**src/rtl/dual_port_ram_arbiter.sv**
```systemverilog
// Shares one external dual-port RAM among several clients. The write port and the
// read port each have their own round-robin arbiter. Read data comes back registered,
// with a one-hot valid strobe, one cycle after the grant.
module dual_port_ram_arbiter #(
    parameter int unsigned WIDTH         = 8,
    parameter int unsigned DEPTH         = 16,
    parameter int unsigned ADDRESS_WIDTH = $clog2(DEPTH),
    parameter int unsigned REQUESTERS    = 2
) (
    input  logic                                  clock,
    input  logic                                  resetn,
    input  logic [REQUESTERS-1:0]                 write_request,
    output logic [REQUESTERS-1:0]                 write_grant,
    input  logic [REQUESTERS*ADDRESS_WIDTH-1:0]   write_address,
    input  logic [REQUESTERS*WIDTH-1:0]           write_data,
    input  logic [REQUESTERS-1:0]                 read_request,
    output logic [REQUESTERS-1:0]                 read_grant,
    input  logic [REQUESTERS*ADDRESS_WIDTH-1:0]   read_address,
    output logic [REQUESTERS-1:0]                 read_response_valid,
    output logic [WIDTH-1:0]                      read_response_data,
    output logic                                  ram_write_enable,
    output logic [ADDRESS_WIDTH-1:0]              ram_write_address,
    output logic [WIDTH-1:0]                      ram_write_data,
    output logic                                  ram_read_enable,
    output logic [ADDRESS_WIDTH-1:0]              ram_read_address,
    input  logic [WIDTH-1:0]                      ram_read_data
);

    localparam int unsigned PTR_WIDTH = $clog2(REQUESTERS);
    typedef logic [PTR_WIDTH-1:0] ptr_t;

    ptr_t                  write_ptr_q, write_ptr_d;
    ptr_t                  read_ptr_q, read_ptr_d;
    logic [REQUESTERS-1:0] read_response_valid_q;
    logic [WIDTH-1:0]      read_response_data_q;

    // First active request at or above the pointer, wrapping around, wins.
    function automatic logic [REQUESTERS-1:0] rr_pick(input logic [REQUESTERS-1:0] req,
                                                      input ptr_t ptr);
        logic [REQUESTERS-1:0] grant;
        logic                  found;
        int unsigned           idx;
        grant = '0;
        found = 1'b0;
        for (int unsigned k = 0; k < REQUESTERS; k++) begin
            idx = 32'(ptr) + k;
            if (idx >= REQUESTERS) idx = idx - REQUESTERS;
            if (!found && req[idx]) begin
                grant[idx] = 1'b1;
                found      = 1'b1;
            end
        end
        return grant;
    endfunction

    // Pointer moves to one past the granted client; holds when nothing was granted.
    function automatic ptr_t rr_advance(input logic [REQUESTERS-1:0] grant, input ptr_t ptr);
        ptr_t nxt;
        nxt = ptr;
        for (int unsigned i = 0; i < REQUESTERS; i++) begin
            if (grant[i]) nxt = (i + 1 == REQUESTERS) ? '0 : ptr_t'(i + 1);
        end
        return nxt;
    endfunction

    // Grant decode and next pointer for both sides.
    always_comb begin
        write_grant = rr_pick(write_request, write_ptr_q);
        read_grant  = rr_pick(read_request, read_ptr_q);
        write_ptr_d = rr_advance(write_grant, write_ptr_q);
        read_ptr_d  = rr_advance(read_grant, read_ptr_q);
    end

    // Route the granted client's address/data to the RAM; all zero without a grant.
    always_comb begin
        ram_write_address = '0;
        ram_write_data    = '0;
        ram_read_address  = '0;
        for (int unsigned i = 0; i < REQUESTERS; i++) begin
            if (write_grant[i]) begin
                ram_write_address = write_address[i*ADDRESS_WIDTH +: ADDRESS_WIDTH];
                ram_write_data    = write_data[i*WIDTH +: WIDTH];
            end
            if (read_grant[i]) begin
                ram_read_address = read_address[i*ADDRESS_WIDTH +: ADDRESS_WIDTH];
            end
        end
    end

    assign ram_write_enable = |write_grant;
    assign ram_read_enable  = |read_grant;

    // Arbitration pointers, independent per side.
    always_ff @(posedge clock or negedge resetn) begin
        if (!resetn) begin
            write_ptr_q <= '0;
            read_ptr_q  <= '0;
        end else begin
            write_ptr_q <= write_ptr_d;
            read_ptr_q  <= read_ptr_d;
        end
    end

    // Read response: valid follows the grant by one cycle; data holds between reads.
    always_ff @(posedge clock or negedge resetn) begin
        if (!resetn) begin
            read_response_valid_q <= '0;
            read_response_data_q  <= '0;
        end else begin
            read_response_valid_q <= read_grant;
            if (ram_read_enable) read_response_data_q <= ram_read_data;
        end
    end

    assign read_response_valid = read_response_valid_q;
    assign read_response_data  = read_response_data_q;

endmodule

```
**config.mk**
```make
export PLATFORM = sky130hd
export DESIGN_NAME = dual_port_ram_arbiter
export DESIGN_NICKNAME = d
export VERILOG_FILES = /design/src/rtl/dual_port_ram_arbiter.sv
export SDC_FILE = /design/constraint.sdc
export NUM_CORES = 1
export LEC_CHECK = 0
export ABC_AREA = 1
export CAP_MARGIN = 20
export CORE_MARGIN = 3
export CORE_UTILIZATION = 33
export CTS_BUF_LIST = sky130_fd_sc_hd__clkbuf_8
export DETAILED_ROUTE_END_ITERATION = 10
export GPL_ROUTABILITY_DRIVEN = 0
export PLACE_DENSITY = 0.84
export REMOVE_ABC_BUFFERS = 1
export SYNTH_ARGS = -nofsm -noshare
export SYNTH_HDL_FRONTEND = slang
export SYNTH_SLANG_ARGS = --single-unit
```
**constraint.sdc**
```tcl
create_clock -name clock -period 2.1 [get_ports clock]
set_input_delay 0.42 -clock clock [delete_from_list [all_inputs] [get_ports clock]]
set_output_delay 0.42 -clock clock [all_outputs]
set_load 0.03 [all_outputs]
```
==> summary.txt, run 1 <==
Run status
  • Status: complete, no violations

Layout
  • N_diodes: 0
  • Filler Cell Count: 174
  • Multi-input gate area: 437 um^2
  • Non-filler cells, final: between 200 and 250
  • Layout cells sized above 1: roughly a quarter
  • P&R area growth vs syn: 98.9%
  • Sequential cell area: 300 um^2
  • NumNets Final: 238
  • Design area: 0.00162 mm^2

Floorplanning
  • I/O Pins: 78
  • Number of core rows: 17
  • Initial core utilization: 35.8%
  • Die W: 55.7 um
  • Full die area: 0.00310 mm^2
  • Height of the die: 55.7 um
  • Core Box Area: 0.00228 mm^2

Global route
  • Total gr overflow: 0
  • GRT Total Usage: 17.7%
  • First-pass GRT wire length: ~4.6 mm
  • Initial antenna violation count: 0
  • Via count of the first global-routing pass: ~1100
  • Largest net degree at the start of global routing: 14

Clock tree
  • Cts hold-fix bufs: 0
  • # clock sinks: 12
  • CTS clk-pin slew, worst paths: approximately 0.050 ns
  • CTS tree: yes
  • Cts repair resizes: 0
  • Num CTS Buffers: 3
  • Later-pin clock latency in the skew report: 0.24 ns
  • Post-CTS Setup Inserts: 0
  • H-tree levels: 1
  • Clock root cell: clkbuf_8
  • Clock Path Buffers: 2

Power
  • Leak pwr: roughly 0.82 nW
  • Sequential power share: 28.2%
  • Sw frac: 35.3%
  • Tot Pwr: 948 uW
  • Comb power frac: 45.5%
  • Clock power share: 26.2%
  • Switching pwr: 334 uW
  • Peak supply drop: ~0.00045 V
  • Pwr Density: 585 mW/mm^2
  • Internal: between 600 and 700 uW

Timing
  • Worst Clk Skew: 0.0000546 ns
  • Max_slew headroom: 64.8%
  • Slew Limit Fails: 0
  • Setup violators final: 0
  • Final period util: 97.5%
  • Max Freq: 0.489 GHz
  • Worst slew pin tran: 0.526 ns
  • Final hold vios: 0
  • Hold Slack: 0.476 ns
  • RSZ-0062 raised after global routing: false
  • TNS Setup: 0 ns
  • Minimum clock period: between 2 and 2.5 ns

Synthesis
  • Post-synthesis adder-cell area fraction: 0%
  • Compound-cell area share of the yosys netlist: 3.07%
  • Yosys top cell area share: 36.9%
  • Post-synthesis xor/xnor area fraction: 0%
  • Post-synth top cells: 45 x nand2_1, 23 x nand3_1, 12 x dfrtp_1
  • Post-synth EDFFs: 0
  • Yosys cell types: 12
  • Post-Synth Simple-Gate Area: 49.9%
  • Mapped Cells: 109
  • Synth Area per Inst: ~7.5 um^2
  • Fraction of registers with async set/reset: 100%
  • Largest family of logic cells by synthesized area: simple AND/OR/NAND/NOR gates
  • Ranking of synthesized cells by area: dfrtp_1 37%, nand2_1 21%, nand3_1 14%
  • Most frequent cell after synthesis: nand2_1
  • Mapped Area: 815 um^2
  • Area leader, netlist: dfrtp_1
  • Dominant synthesized flop cell: dfrtp_1
  • Ys Warns: 0
  • Post-synthesis mux area share: 0%
  • Flops & latches, synth: 12
  • Register area share after synthesis: 36.9%

Route
  • DRT iter0 DRCs: 50
  • Initial DRT Pass Iterations: 4
  • Wire length per cell: around 12 um
  • ANT nets after route: 0
  • Vias/cell: 4.73
  • Residual DRC: 0
  • Final WL: 2.74 mm
  • Via count: 1036

Setup path
  • Crit path kind: in2out
  • CP endpoint kind: output pin
  • WP data required: 1.68 ns
  • CP startpoint kind: primary input
  • R2R cell count: 3
  • Critical Path AT: 1.63 ns
  • Worst Path Max Fanout: 13

Job
  • Max cap viols: 0

Place
  • Placed cell count: roughly 220
  • # port buffers: a little under 80
  • Placed wire-length estimate: 2.25 mm
  • DP Area: 0.00156 mm^2

Hold path
  • Hold Crit Depth: 2
  • Hold Crit Class: reg2reg
-- critical path, stage by stage --
cell and delay [ns]:
clkdlybuf4s50_1 0.66, nand2_4 0.20, nand3_1 0.12, nand2_1 0.06
buf_4 0.16
-- cell usage in the layout (no fill, tap or decap) --
| master | n |
|---|---|
| buf_4 | 29 |
| nand3_1 | 23 |
| a21oi_1 | 2 |
| clkbuf_8 | 4 |
| nand2_2 | 1 |
| dfrtp_1 | 12 |
| inv_1 | 5 |
| inv_2 | 1 |
| dlymetal6s2s_1 | 1 |
| nand2_4 | 1 |
| nand2_1 | 45 |
| nand3_2 | 9 |
| nor2_8 | 1 |
| clkdlybuf4s50_1 | 54 |
| o21ai_0 | 3 |
-- through the flow --
| stage | setup slack (ns) | utilization, % |
|---|---|---|
| 2_1_floorplan | 0.550 | - |
| 6_report | 0.0531 | 71.2 |
| 3_3_place_gp | 0.0322 | 68.4 |
| 4_1_cts | 0.000332 | 70.9 |
| 3_5_place_dp | 0.00740 | 68.4 |
| 5_1_grt | 0.000367 | 71.2 |
-- worst paths after layout --
kind                                         end  slack, ns             startpoint
min reg2reg                read_response_data[1]       0.48  read_response_data[1]
max in group asynchronous  read_response_data[1]       1.22                 resetn
max                            ram_write_data[7]       0.05       write_request[1]
min                        read_response_data[1]       0.48  read_response_data[1]
min in group asynchronous  read_response_data[3]       0.53                 resetn
max reg2reg                          write_ptr_q       1.15            write_ptr_q
-- power groups by stage --
stage | Combinational [mW] | Clock (mW) | Sequential (mW)
finish | 0.431 | 0.249 | 0.268
global route | 0.460 | 0.262 | 0.270
CTS | 0.433 | 0.252 | 0.267
detailed placement | 0.432 | 0 | 0.270
global placement | 0.425 | 0 | 0.270
floorplan | 0.168 | 0 | 0.303
-- routing by layer --
metal | track usage (%) | up-vias | routed length [um]
met2 | 30.7 | 65 | 1310
met3 | 5.34 | 6 | 301
met1 | 20.5 | 446 | 1090
met4 | 5.90 | 0 | 35
met5 | 0 | - | 0
li1 | - | 519 | -
-- cells by family after synthesis --
family,Yosys count
and+or+nand+nor,80
DFF,12
buffers and inverters,12
AOI/OAI and AO/OA,5
-- state kept, by name (all words and copies together), names as in the netlist --
signal               cells
read_response_valid      2
read_ptr_q               1
write_ptr_q              1
read_response_data       8
-- final cells by class --
class                   count  share of cell area, %
well taps                  28                   2.16
flip-flops and latches     12                   18.5
repair buffers             84                   47.6
multi-input cells          85                   26.9
clock buffers               4                   3.40
inverters                   6                   1.39
Power figures use the tool's default switching activity.
==> run 2: changes to the inputs <==
- CORE_UTILIZATION: 33 -> 30
- PLACE_DENSITY: 0.84 -> 0.77
==> summary.txt, run 2 (synthesis gave the netlist of run 1 again) <==
Power
  • Clock power share: 26.1% (was 26.2%)
  • Leak pwr: 0.815 nW (was 0.825 nW)
  • Switching pwr: 327 uW (was 334 uW)
  • Internal: 612 uW (was 614 uW)
  • Peak supply drop: 0.000481 V (was 0.000446 V)
  • Tot Pwr: 939 uW (was 948 uW)
  • Sw frac: 34.8% (was 35.3%)
  • Sequential power share: 28.5% (was 28.2%)
  • Comb power frac: 45.4% (was 45.5%)
  • Pwr Density: 583 mW/mm^2 (was 585 mW/mm^2)

Layout
  • N_diodes: 0 (unchanged)
  • Most frequent cells in the layout: 54 x clkdlybuf4s50_1, 45 x nand2_1, 28 x buf_4 (was 54 x clkdlybuf4s50_1, 45 x nand2_1, 29 x buf_4)
  • Layout cells sized above 1: 23.7% (was 24.1%)
  • Post-Route Utilization: 63.8% (was 71.2%)
  • Most common cell after layout, fill and taps aside: clkdlybuf4s50_1 (unchanged)
  • NumNets Final: 237 (was 238)
  • Max reg flops: 8 (unchanged)
  • Filler Cell Count: 217 (was 174)
  • Design area: 0.00161 mm^2 (was 0.00162 mm^2)
  • P&R area growth vs syn: 97.7% (was 98.9%)

Route
  • Vias/cell: 4.75 (was 4.73)
  • Initial DRT Pass Iterations: 4 (unchanged)
  • Wire length per cell: 11.9 um (was 12.5 um)
  • Final WL: 2.61 mm (was 2.74 mm)
  • Residual DRC: 0 (unchanged)
  • Via count: 1044 (was 1036)
  • DRT iter0 DRCs: 39 (was 50)
  • ANT nets after route: 0 (unchanged)

Floorplanning
  • Core Box Area: 0.00252 mm^2 (was 0.00228 mm^2)
  • I/O Pins: 78 (unchanged)
  • Full die area: 0.00338 mm^2 (was 0.00310 mm^2)
  • Height of the die: 58.1 um (was 55.7 um)
  • Initial core utilization: 32.3% (was 35.8%)
  • Die W: 58.1 um (was 55.7 um)
  • Number of core rows: 18 (was 17)

Global route
  • GRT Total Usage: 16.0% (was 17.7%)
  • First-pass GRT wire length: 4.26 mm (was 4.58 mm)
  • Via count of the first global-routing pass: 1007 (was 1052)
  • Initial antenna violation count: 0 (unchanged)
  • Largest net degree at the start of global routing: 14 (unchanged)
  • Total gr overflow: 0 (unchanged)

Timing
  • Slew Limit Fails: 0 (unchanged)
  • RSZ-0062 raised after global routing: false (unchanged)
  • Max_slew headroom: 66.0% (was 64.8%)
  • Worst slew pin tran: 0.508 ns (was 0.526 ns)
  • Final hold vios: 0 (unchanged)
  • Setup violators final: 0 (unchanged)
  • Final period util: 92.8% (was 97.5%)
  • Max Freq: 0.513 GHz (was 0.489 GHz)
  • TNS Setup: 0 ns (unchanged)
  • Minimum clock period: 1.95 ns (was 2.05 ns)
  • Worst Clk Skew: 0.0000640 ns (was 0.0000546 ns)

Clock tree
  • Num CTS Buffers: 3 (unchanged)
  • CTS clk-pin slew, worst paths: 0.05 ns (about the same)
  • # clock sinks: 12 (unchanged)
  • Cts hold-fix bufs: 0 (unchanged)
  • CTS tree: yes (unchanged)
  • Clock Path Buffers: 2 (unchanged)
  • Post-CTS Setup Inserts: 0 (unchanged)
  • Cts repair resizes: 0 (unchanged)
  • Clock root cell: clkbuf_8 (unchanged)
  • Later-pin clock latency in the skew report: 0.24 ns (about the same)
  • H-tree levels: 1 (unchanged)

Setup path
  • Crit path kind: in2out (unchanged)
  • CP bufs+invs: 2 (unchanged)
  • WP data required: 1.68 ns (about the same)
  • Top cell family by delay on the critical path: buffers and inverters (unchanged)
  • Slowest stage delay, CP: 0.52 ns (was 0.66 ns)
  • Slowest-stage cell, CP: clkdlybuf4s50_1 (unchanged)
  • Worst Path Max Fanout: 13 (unchanged)
  • Critical Path AT: 1.53 ns (was 1.63 ns)
  • CP endpoint kind: output pin (unchanged)
  • CP Cell Sequence: clkdlybuf4s50_1 -> nand2_2 -> nand3_1 -> nand2_1 -> buf_4 (was clkdlybuf4s50_1 -> nand2_4 -> nand3_1 -> nand2_1 -> buf_4)
  • CP startpoint kind: primary input (unchanged)

Hold path
  • Hold Crit Class: reg2reg (unchanged)

Run status
  • Status: complete, no violations (unchanged)

Place
  • Placed wire-length estimate: 2.17 mm (was 2.25 mm)
  • # port buffers: 77 (unchanged)
  • DP Area: 0.00155 mm^2 (was 0.00156 mm^2)

Job
  • Max cap viols: 0 (unchanged)
==> run 2: power groups by stage <==
stage / combinational [mW] / clock, mW / sequential, mW
after floorplan: 0.168 / 0 / 0.303
after global placement: 0.425 / 0 / 0.270
after detailed placement: 0.429 / 0 / 0.270
after CTS: 0.431 / 0.253 / 0.267
after global routing: 0.458 / 0.271 / 0.270
final: 0.426 / 0.245 / 0.267
==> run 2: final cells by class <==
type | count | area (um^2) | share of cell area, %
inverters | 6 | 22.5 | 1.40
multi-input cells | 85 | 432 | 26.8
well taps | 30 | 37.5 | 2.33
repair buffers | 83 | 763 | 47.4
clock buffers | 4 | 55.1 | 3.42
flip-flops and latches | 12 | 300 | 18.6
==> run 2: worst register-to-register path: cells and delay by family (launching register included) <==
family | cells | cell delay [ns]
DFF | 1 | 0.38
and+or+nand+nor | 1 | 0.19
buffers and inverters | 1 | 0.07
AOI/OAI and AO/OA | 1 | 0.13
==> run 2: worst paths after layout <==
kind,start,endpoint,depth (start not counted),slack (ns)
min reg2reg,read_response_data[1],read_response_data[1],2,0.48
max reg2reg,write_ptr_q,write_ptr_q,3,1.20
max in group asynchronous,resetn,read_response_data[3],1,1.23
max,write_request[1],ram_write_data[7],5,0.15
min,read_response_data[1],read_response_data[1],2,0.48
min in group asynchronous,resetn,read_response_data[5],1,0.52
==> run 2: per-stage QoR <==
step / cells / hold slack [ns] / worst slack (ns)
6_report: 220 / 0.482 / 0.151
2_1_floorplan: 103 / 0.124 / 0.550
3_5_place_dp: 216 / 0.473 / 0.0531
4_1_cts: 220 / 0.488 / 0.0517
5_1_grt: 220 / 0.508 / 0.0869
3_3_place_gp: 216 / 0.464 / 0.103
==> run 2: routing by layer <==
layer,vias to the layer above,global-route usage [%],part of all wire [%]
met5,-,0,0
li1,519,-,-
met4,0,4.97,0.34
met3,2,5.35,14
met2,67,27.6,45
met1,456,18.7,40
==> run 3: changes to the inputs <==
- CORE_UTILIZATION: 30 -> 33
- PLACE_DENSITY: 0.77 -> 0.84
==> results of run 3 <==
Final layout, timing and power as in run 1 (identical DEF).
